**src/rtl/mux2_arb_pkg.sv**
```systemverilog
// mux2_arb_pkg: shared constants and types for the two-requester round-robin packet mux.
//   DW_DEFAULT : default beat data width
//   ST_*       : FSM state codes (two-bit encoding)
//   state_e    : typed FSM state built on those codes
package mux2_arb_pkg;

  localparam int unsigned DW_DEFAULT = 8;

  localparam logic [1:0] ST_IDLE = 2'd0;
  localparam logic [1:0] ST_GNT0 = 2'd1;
  localparam logic [1:0] ST_GNT1 = 2'd2;

  typedef enum logic [1:0] {
    StIdle = ST_IDLE,
    StGnt0 = ST_GNT0,
    StGnt1 = ST_GNT1
  } state_e;

endpackage

```
**src/rtl/mux2_rr_arbiter_if.sv**
```systemverilog
// mux2_rr_arbiter_if: bundle of the two producer streams, the consumer stream and status.
//   req0_* / req1_* : producer valid/data/last in, ready out
//   out_*           : consumer valid/data/last out, ready in
//   sel, busy       : registered mux select and grant-active flag
//   timeout         : one-cycle idle-timeout pulse (only with MUX2_ARB_TIMEOUT_EN)
// Modports: master = the arbiter itself, slave = the surrounding producers/consumer.
interface mux2_rr_arbiter_if
  import mux2_arb_pkg::*;
#(
  parameter int unsigned DW = DW_DEFAULT
);
  logic          req0_valid;
  logic [DW-1:0] req0_data;
  logic          req0_last;
  logic          req0_ready;
  logic          req1_valid;
  logic [DW-1:0] req1_data;
  logic          req1_last;
  logic          req1_ready;
  logic          out_valid;
  logic [DW-1:0] out_data;
  logic          out_last;
  logic          out_ready;
  logic          sel;
  logic          busy;
`ifdef MUX2_ARB_TIMEOUT_EN
  logic          timeout;
`endif

  modport master (
    input  req0_valid, req0_data, req0_last,
    output req0_ready,
    input  req1_valid, req1_data, req1_last,
    output req1_ready,
    output out_valid, out_data, out_last,
    input  out_ready,
`ifdef MUX2_ARB_TIMEOUT_EN
    output timeout,
`endif
    output sel, busy
  );

  modport slave (
    output req0_valid, req0_data, req0_last,
    input  req0_ready,
    output req1_valid, req1_data, req1_last,
    input  req1_ready,
    input  out_valid, out_data, out_last,
    output out_ready,
`ifdef MUX2_ARB_TIMEOUT_EN
    input  timeout,
`endif
    input  sel, busy
  );

endinterface

```
**src/rtl/mux2_bus.sv**
```systemverilog
// mux2_bus: W-bit combinational 2:1 mux.
//   sel : 0 selects i0, 1 selects i1
//   i0, i1 : inputs; out : selected value
module mux2_bus #(
  parameter int unsigned W = 1
) (
  input  logic         sel,
  input  logic [W-1:0] i0,
  input  logic [W-1:0] i1,
  output logic [W-1:0] out
);

  assign out = sel ? i1 : i0;

endmodule

```
**src/rtl/mux2_rr_arbiter.sv**
```systemverilog
// mux2_rr_arbiter: shares one DW-wide 2:1 mux between two packet producers with round-robin
// arbitration. A grant is held until the beat carrying last is accepted, then one idle cycle
// follows before the next grant.
//   clk  : clock, rising edge
//   rst  : synchronous active-high reset
//   bus  : mux2_rr_arbiter_if.master (producer/consumer handshakes, sel, busy)
// Optional feature MUX2_ARB_TIMEOUT_EN: releases a grant after TIMEOUT consecutive granted cycles
// with the owner's valid low, pulsing bus.timeout for one cycle.
module mux2_rr_arbiter
  import mux2_arb_pkg::*;
#(
  parameter int unsigned DW      = DW_DEFAULT,
  parameter int unsigned TIMEOUT = 16
) (
  input logic                clk,
  input logic                rst,
  mux2_rr_arbiter_if.master  bus
);

  state_e  state_q;
  logic    sel_q;
  logic    busy_q;
  logic    last_grant_q;

  logic [DW-1:0] data_mux;
  logic [0:0]    last_mux;
  logic [0:0]    valid_mux;
  logic          xfer_last;

  mux2_bus #(.W(DW)) u_data_mux (
    .sel (sel_q),
    .i0  (bus.req0_data),
    .i1  (bus.req1_data),
    .out (data_mux)
  );

  mux2_bus #(.W(1)) u_last_mux (
    .sel (sel_q),
    .i0  (bus.req0_last),
    .i1  (bus.req1_last),
    .out (last_mux)
  );

  mux2_bus #(.W(1)) u_valid_mux (
    .sel (sel_q),
    .i0  (bus.req0_valid),
    .i1  (bus.req1_valid),
    .out (valid_mux)
  );

  // sel only moves on a grant, so gating the mux with busy keeps the idle requester off out_*.
  assign bus.out_valid  = busy_q & valid_mux[0];
  assign bus.out_last   = busy_q & last_mux[0];
  assign bus.out_data   = busy_q ? data_mux : '0;
  assign bus.req0_ready = (state_q == StGnt0) & bus.out_ready;
  assign bus.req1_ready = (state_q == StGnt1) & bus.out_ready;
  assign bus.sel        = sel_q;
  assign bus.busy       = busy_q;

  assign xfer_last = bus.out_valid & bus.out_ready & bus.out_last;

`ifdef MUX2_ARB_TIMEOUT_EN
  localparam int unsigned CntW = $clog2(TIMEOUT + 1);
  logic [CntW-1:0] idle_cnt_q;
  logic            timeout_q;
  assign bus.timeout = timeout_q;
`endif

  always_ff @(posedge clk) begin
    if (rst) begin
      state_q      <= StIdle;
      sel_q        <= 1'b0;
      busy_q       <= 1'b0;
      last_grant_q <= 1'b1;
`ifdef MUX2_ARB_TIMEOUT_EN
      idle_cnt_q   <= '0;
      timeout_q    <= 1'b0;
`endif
    end else begin
`ifdef MUX2_ARB_TIMEOUT_EN
      timeout_q <= 1'b0;
`endif
      case (state_q)
        StIdle: begin
`ifdef MUX2_ARB_TIMEOUT_EN
          idle_cnt_q <= '0;
`endif
          // On a tie the requester that did not win last time goes first.
          if (bus.req0_valid && (!bus.req1_valid || last_grant_q)) begin
            state_q      <= StGnt0;
            sel_q        <= 1'b0;
            last_grant_q <= 1'b0;
            busy_q       <= 1'b1;
          end else if (bus.req1_valid) begin
            state_q      <= StGnt1;
            sel_q        <= 1'b1;
            last_grant_q <= 1'b1;
            busy_q       <= 1'b1;
          end
        end
        StGnt0, StGnt1: begin
          if (xfer_last) begin
            state_q <= StIdle;
            busy_q  <= 1'b0;
          end
`ifdef MUX2_ARB_TIMEOUT_EN
          else if (!bus.out_valid) begin
            if (idle_cnt_q == CntW'(TIMEOUT - 1)) begin
              state_q    <= StIdle;
              busy_q     <= 1'b0;
              timeout_q  <= 1'b1;
              idle_cnt_q <= '0;
            end else begin
              idle_cnt_q <= idle_cnt_q + 1'b1;
            end
          end else begin
            idle_cnt_q <= '0;
          end
`endif
        end
        default: begin
          state_q <= StIdle;
          busy_q  <= 1'b0;
        end
      endcase
    end
  end

endmodule

```
**src/flat_wrapper.sv**
```systemverilog
// flat-port wrapper written by rule: the top's interface ports become plain ports
module mux2_rr_arbiter_flat import mux2_arb_pkg::*;
#(
  parameter int unsigned DW      = DW_DEFAULT,
  parameter int unsigned TIMEOUT = 16
)
  (clk, rst, bus_req0_valid, bus_req0_data, bus_req0_last, bus_req0_ready, bus_req1_valid, bus_req1_data, bus_req1_last, bus_req1_ready, bus_out_valid, bus_out_data, bus_out_last, bus_out_ready, bus_sel, bus_busy);
  mux2_rr_arbiter_if #(.DW(DW)) bus_i ();
  input logic clk;
  input logic rst;
  input wire logic [$bits(bus_i.req0_valid)-1:0] bus_req0_valid;
  input wire logic [$bits(bus_i.req0_data)-1:0] bus_req0_data;
  input wire logic [$bits(bus_i.req0_last)-1:0] bus_req0_last;
  output wire logic [$bits(bus_i.req0_ready)-1:0] bus_req0_ready;
  input wire logic [$bits(bus_i.req1_valid)-1:0] bus_req1_valid;
  input wire logic [$bits(bus_i.req1_data)-1:0] bus_req1_data;
  input wire logic [$bits(bus_i.req1_last)-1:0] bus_req1_last;
  output wire logic [$bits(bus_i.req1_ready)-1:0] bus_req1_ready;
  output wire logic [$bits(bus_i.out_valid)-1:0] bus_out_valid;
  output wire logic [$bits(bus_i.out_data)-1:0] bus_out_data;
  output wire logic [$bits(bus_i.out_last)-1:0] bus_out_last;
  input wire logic [$bits(bus_i.out_ready)-1:0] bus_out_ready;
  output wire logic [$bits(bus_i.sel)-1:0] bus_sel;
  output wire logic [$bits(bus_i.busy)-1:0] bus_busy;
  assign bus_i.req0_valid = bus_req0_valid;
  assign bus_i.req0_data = bus_req0_data;
  assign bus_i.req0_last = bus_req0_last;
  assign bus_req0_ready = bus_i.req0_ready;
  assign bus_i.req1_valid = bus_req1_valid;
  assign bus_i.req1_data = bus_req1_data;
  assign bus_i.req1_last = bus_req1_last;
  assign bus_req1_ready = bus_i.req1_ready;
  assign bus_out_valid = bus_i.out_valid;
  assign bus_out_data = bus_i.out_data;
  assign bus_out_last = bus_i.out_last;
  assign bus_i.out_ready = bus_out_ready;
  assign bus_sel = bus_i.sel;
  assign bus_busy = bus_i.busy;
  mux2_rr_arbiter #(.DW(DW), .TIMEOUT(TIMEOUT)) u_core (.clk(clk), .rst(rst), .bus(bus_i));
endmodule
```
**config.mk**
```make
export PLATFORM = sky130hd
export DESIGN_NAME = mux2_rr_arbiter_flat
export DESIGN_NICKNAME = d
export VERILOG_FILES = /design/src/rtl/mux2_arb_pkg.sv /design/src/rtl/mux2_rr_arbiter_if.sv /design/src/rtl/mux2_bus.sv /design/src/rtl/mux2_rr_arbiter.sv /design/src/flat_wrapper.sv
export SDC_FILE = /design/constraint.sdc
export NUM_CORES = 1
export LEC_CHECK = 0
export ABC_CLOCK_PERIOD_IN_PS = 1450
export CORE_MARGIN = 3
export CORE_UTILIZATION = 30
export CTS_BUF_LIST = sky130_fd_sc_hd__clkbuf_4
export CTS_CLUSTER_DIAMETER = 100
export DETAILED_ROUTE_END_ITERATION = 12
export PLACE_DENSITY = 0.76
export SYNTH_ARGS = -nofsm -noshare
export SYNTH_HDL_FRONTEND = slang
export SYNTH_SLANG_ARGS = --single-unit
```
**constraint.sdc**
```tcl
create_clock -name clk -period 1.45 [get_ports clk]
set_input_delay 0.435 -clock clk [delete_from_list [all_inputs] [get_ports clk]]
set_output_delay 0.435 -clock clk [all_outputs]
set_load 0.02 [all_outputs]
```
==> metrics.yaml <==
outcome:
  outcome: "finished with violations"
  violations: "negative setup slack"
clock_network:
  path_clk_slew_ns: 0.04
  cts.sinks: 5
  cts_root_buf: "clkbuf_4"
  cts_buffers: 3
  htree_levels: 1
  insertion_delay_ns: 0.24
  tritoncts: "yes"
  clockBufferDepth: 2
synth:
  synth_top_family_by_area: "multiplexers"
  synthAdderAreaFrac_pct: 8.571
  synth_cells: 56
  synth-seq-cells: 5
  synth.area.mux_share_pct: 22.86
  synth-xor-area-share_pct: 0
  synth_nets: 82
  synth-simple-area-share_pct: 20.00
  synth_compound_area_share_pct: 18.00
  synth_area_sq_um: 437.9
  ys_seq_area_share_pct: 22.86
  yosysWarnings: 0
  synth.distinct_cells: 17
  syn_avg_cell_area_sq_um: 7.820
global_routing:
  grt_pass1_vias: 559
  track_usage_pct: 17.40
  grt_pass1_wl_mm: 2.525
  antenna_found_initial: 0
  overflow: 0
  grt_max_degree: 12
setup_path:
  r2r_cells: 6
  criticalPathCategory: "register to output port"
  cp_data_required_time_ns: 1.02
  cp_slowest_cell: "dfxtp_4"
  path_depth: 4
  crit_path_end_kind: "output port"
  crit_chain: "buf_4 > mux2i_4 > nor2_2 > buf_6"
  worstReg2RegStart: "u_core.bus.sel"
  arrival_ns: 1.17
  critPathTopFamily: "flip-flops"
  cp.buffers_inverters: 2
  r2r_end: "u_core.bus.busy"
  cp-start-kind: "register"
  critical_path.max_fanout: 7
  rrSetupSlack_ns: -0.07
  cpPeakStageDelay_ns: 0.40
timing:
  report.final.setup_viol: 15
  finalMaxSlewViolations: 0
  clock-skew-final_ns: 0.01142
  max_slew.worst_pin.slew_ns: 0.2404
  relSlewSlack_pct: 83.92
  timing.final.crit_share_pct: 111.0
  finalHoldViolCount: 0
  fin_setup_tns_ns: -1.471
  rsz0062_at_grt: "yes"
  holdWs_ns: 0.5171
  fmax_mhz: 621.3
  setup_ws_ns: -0.1597
  period_needed_ns: 1.610
layout:
  fill_cells: 112
  fin_nets: 136
  antenna_cells: 0
  drive_gt1_share_pct: 47.71
  fin_cells: 124
  syn_to_final_growth_pct: 129.1
drt:
  routed_wl_mm: 1.651
  final_antenna_net_count: 0
  avgViaCountPerCell: 4.895
  route.detailed.drc: 0
  wire_per_inst_um: 13.31
  vias: 607
  drt_iter0_drc: 2
  first_pass_iters: 2
place:
  globalplace.congestion: 0.6775
  portBuffers: 36
  dpl.cell_count: 117
  dp_hpwl_mm: 1.214
worst_hold_path:
  holdPathStages: 1
  hold_end: "u_core.last_grant_q"
  worstHoldStart: "u_core.last_grant_q"
  hold_path.class: "register to register"
die:
  chipHeight_um: 44.21
  start_util_pct: 32.83
  rows: 13
  die-area_sq_mm: 0.001954
  pin_count: 37
  core_sq_mm: 0.001334
  die_w_um: 44.21
power:
  power_density_mw_per_mm2: 1123
  irDropWorstVdd_v: 0.0006845
  leakage_uw: 0.0004794
run:
  maxCapViolCount: 0
[per-stage QoR]
stage               setup slack, ns  util [%]  cell area, sq um  total power (uW)
finish                      -0.1597     75.23              1003              1127
global route                -0.2241     75.23              1003              1213
CTS                         -0.1595     73.17             975.9              1111
detailed placement          -0.7005     67.17             895.9             834.2
global placement            -0.6924     67.17             895.9             824.0
floorplan                  -0.03688         -             441.7             526.3
[registers in the layout, summed over array words and instances (netlist names)]
register	cells
u_core.bus.busy	1
u_core.bus.sel	1
u_core.state_q	2
u_core.last_grant_q	1
[synthesized netlist by cell type, drive strengths merged]
| library cell | number | area, sq um |
|---|---|---|
| and2 | 2 | 12.51 |
| a21oi | 5 | 25.02 |
| a211o | 1 | 8.760 |
| mux2i | 10 | 100.1 |
| ha | 3 | 37.54 |
| o41a | 1 | 11.26 |
| o21ai | 1 | 5.000 |
| inv | 5 | 18.77 |
| dfxtp | 5 | 100.1 |
| a22o | 2 | 20.02 |
| or3b | 1 | 8.760 |
| buf | 1 | 11.26 |
| clkbuf | 1 | 3.750 |
| o41ai | 1 | 8.760 |
| nand2 | 3 | 11.26 |
| nor2 | 14 | 55.06 |
[placed cells by master (no fill, tap or decap), drive strengths merged]
cell type / count
a21oi: 5
clkdlybuf4s50: 1
o21ai: 1
and2: 2
mux2i: 10
a22o: 2
o41a: 1
ha: 3
inv: 5
clkbuf: 5
dlygate4sd2: 21
buf: 28
a211o: 1
o41ai: 1
dfxtp: 5
nand2: 3
or3b: 1
nor2: 14
[worst max-delay path by stage]
stage,start,end,slack [ns]
after floorplan,u_core.bus.busy,bus_out_data[0],-0.04
after global placement,bus_req1_valid,bus_out_valid,-0.69
after detailed placement,bus_req0_valid,bus_out_valid,-0.70
after CTS,u_core.bus.sel,bus_out_data[5],-0.16
after global routing,u_core.bus.sel,bus_out_data[5],-0.22
final,u_core.bus.sel,bus_out_last,-0.16
[cell type report]
type,count,area (sq um),share of cell area [%]
Timing Repair Buffer,51,442.9,44.14
Tap cell,15,18.77,1.870
Clock buffer,4,30.03,2.993
Multi-Input combinational cell,44,384.1,38.28
Sequential cell,5,108.9,10.85
Inverter,5,18.77,1.870
[routing by layer]
metal / vias up / share of wire (%) / wire (um) / track usage (%)
met3: 0 / 12 / 191 / 6.098
met5: - / 0 / 0 / 0
li1: 303 / - / - / -
met2: 33 / 46 / 760 / 29.36
met4: 0 / 0 / 0 / 3.614
met1: 271 / 42 / 699 / 21.22
[timing repair]
item | 4_1_cts | 5_1_grt
pin swaps | 7 | 8
endpoints found under the setup margin | 17 | 16
gates resized for setup | 108 | 6
buffers inserted | 3 | 1
hold buffers | 0 | 0
gates cloned | 0 | 0
[report_power, final]
part           switching, uW  total (uW)  internal [uW]  leakage (uW)
sequential              37.2         211            174     0.0000431
clock                   59.1         182            123     0.0000184
combinational            343         734            391      0.000418
total                    440        1130            687      0.000479
[cell families after synthesis]
group	Yosys count
compound gates	11
fa+ha+maj	3
buf+inv	7
flops	5
mux	10
simple gates	20
No activity file was read; power rests on OpenSTA's default activity.
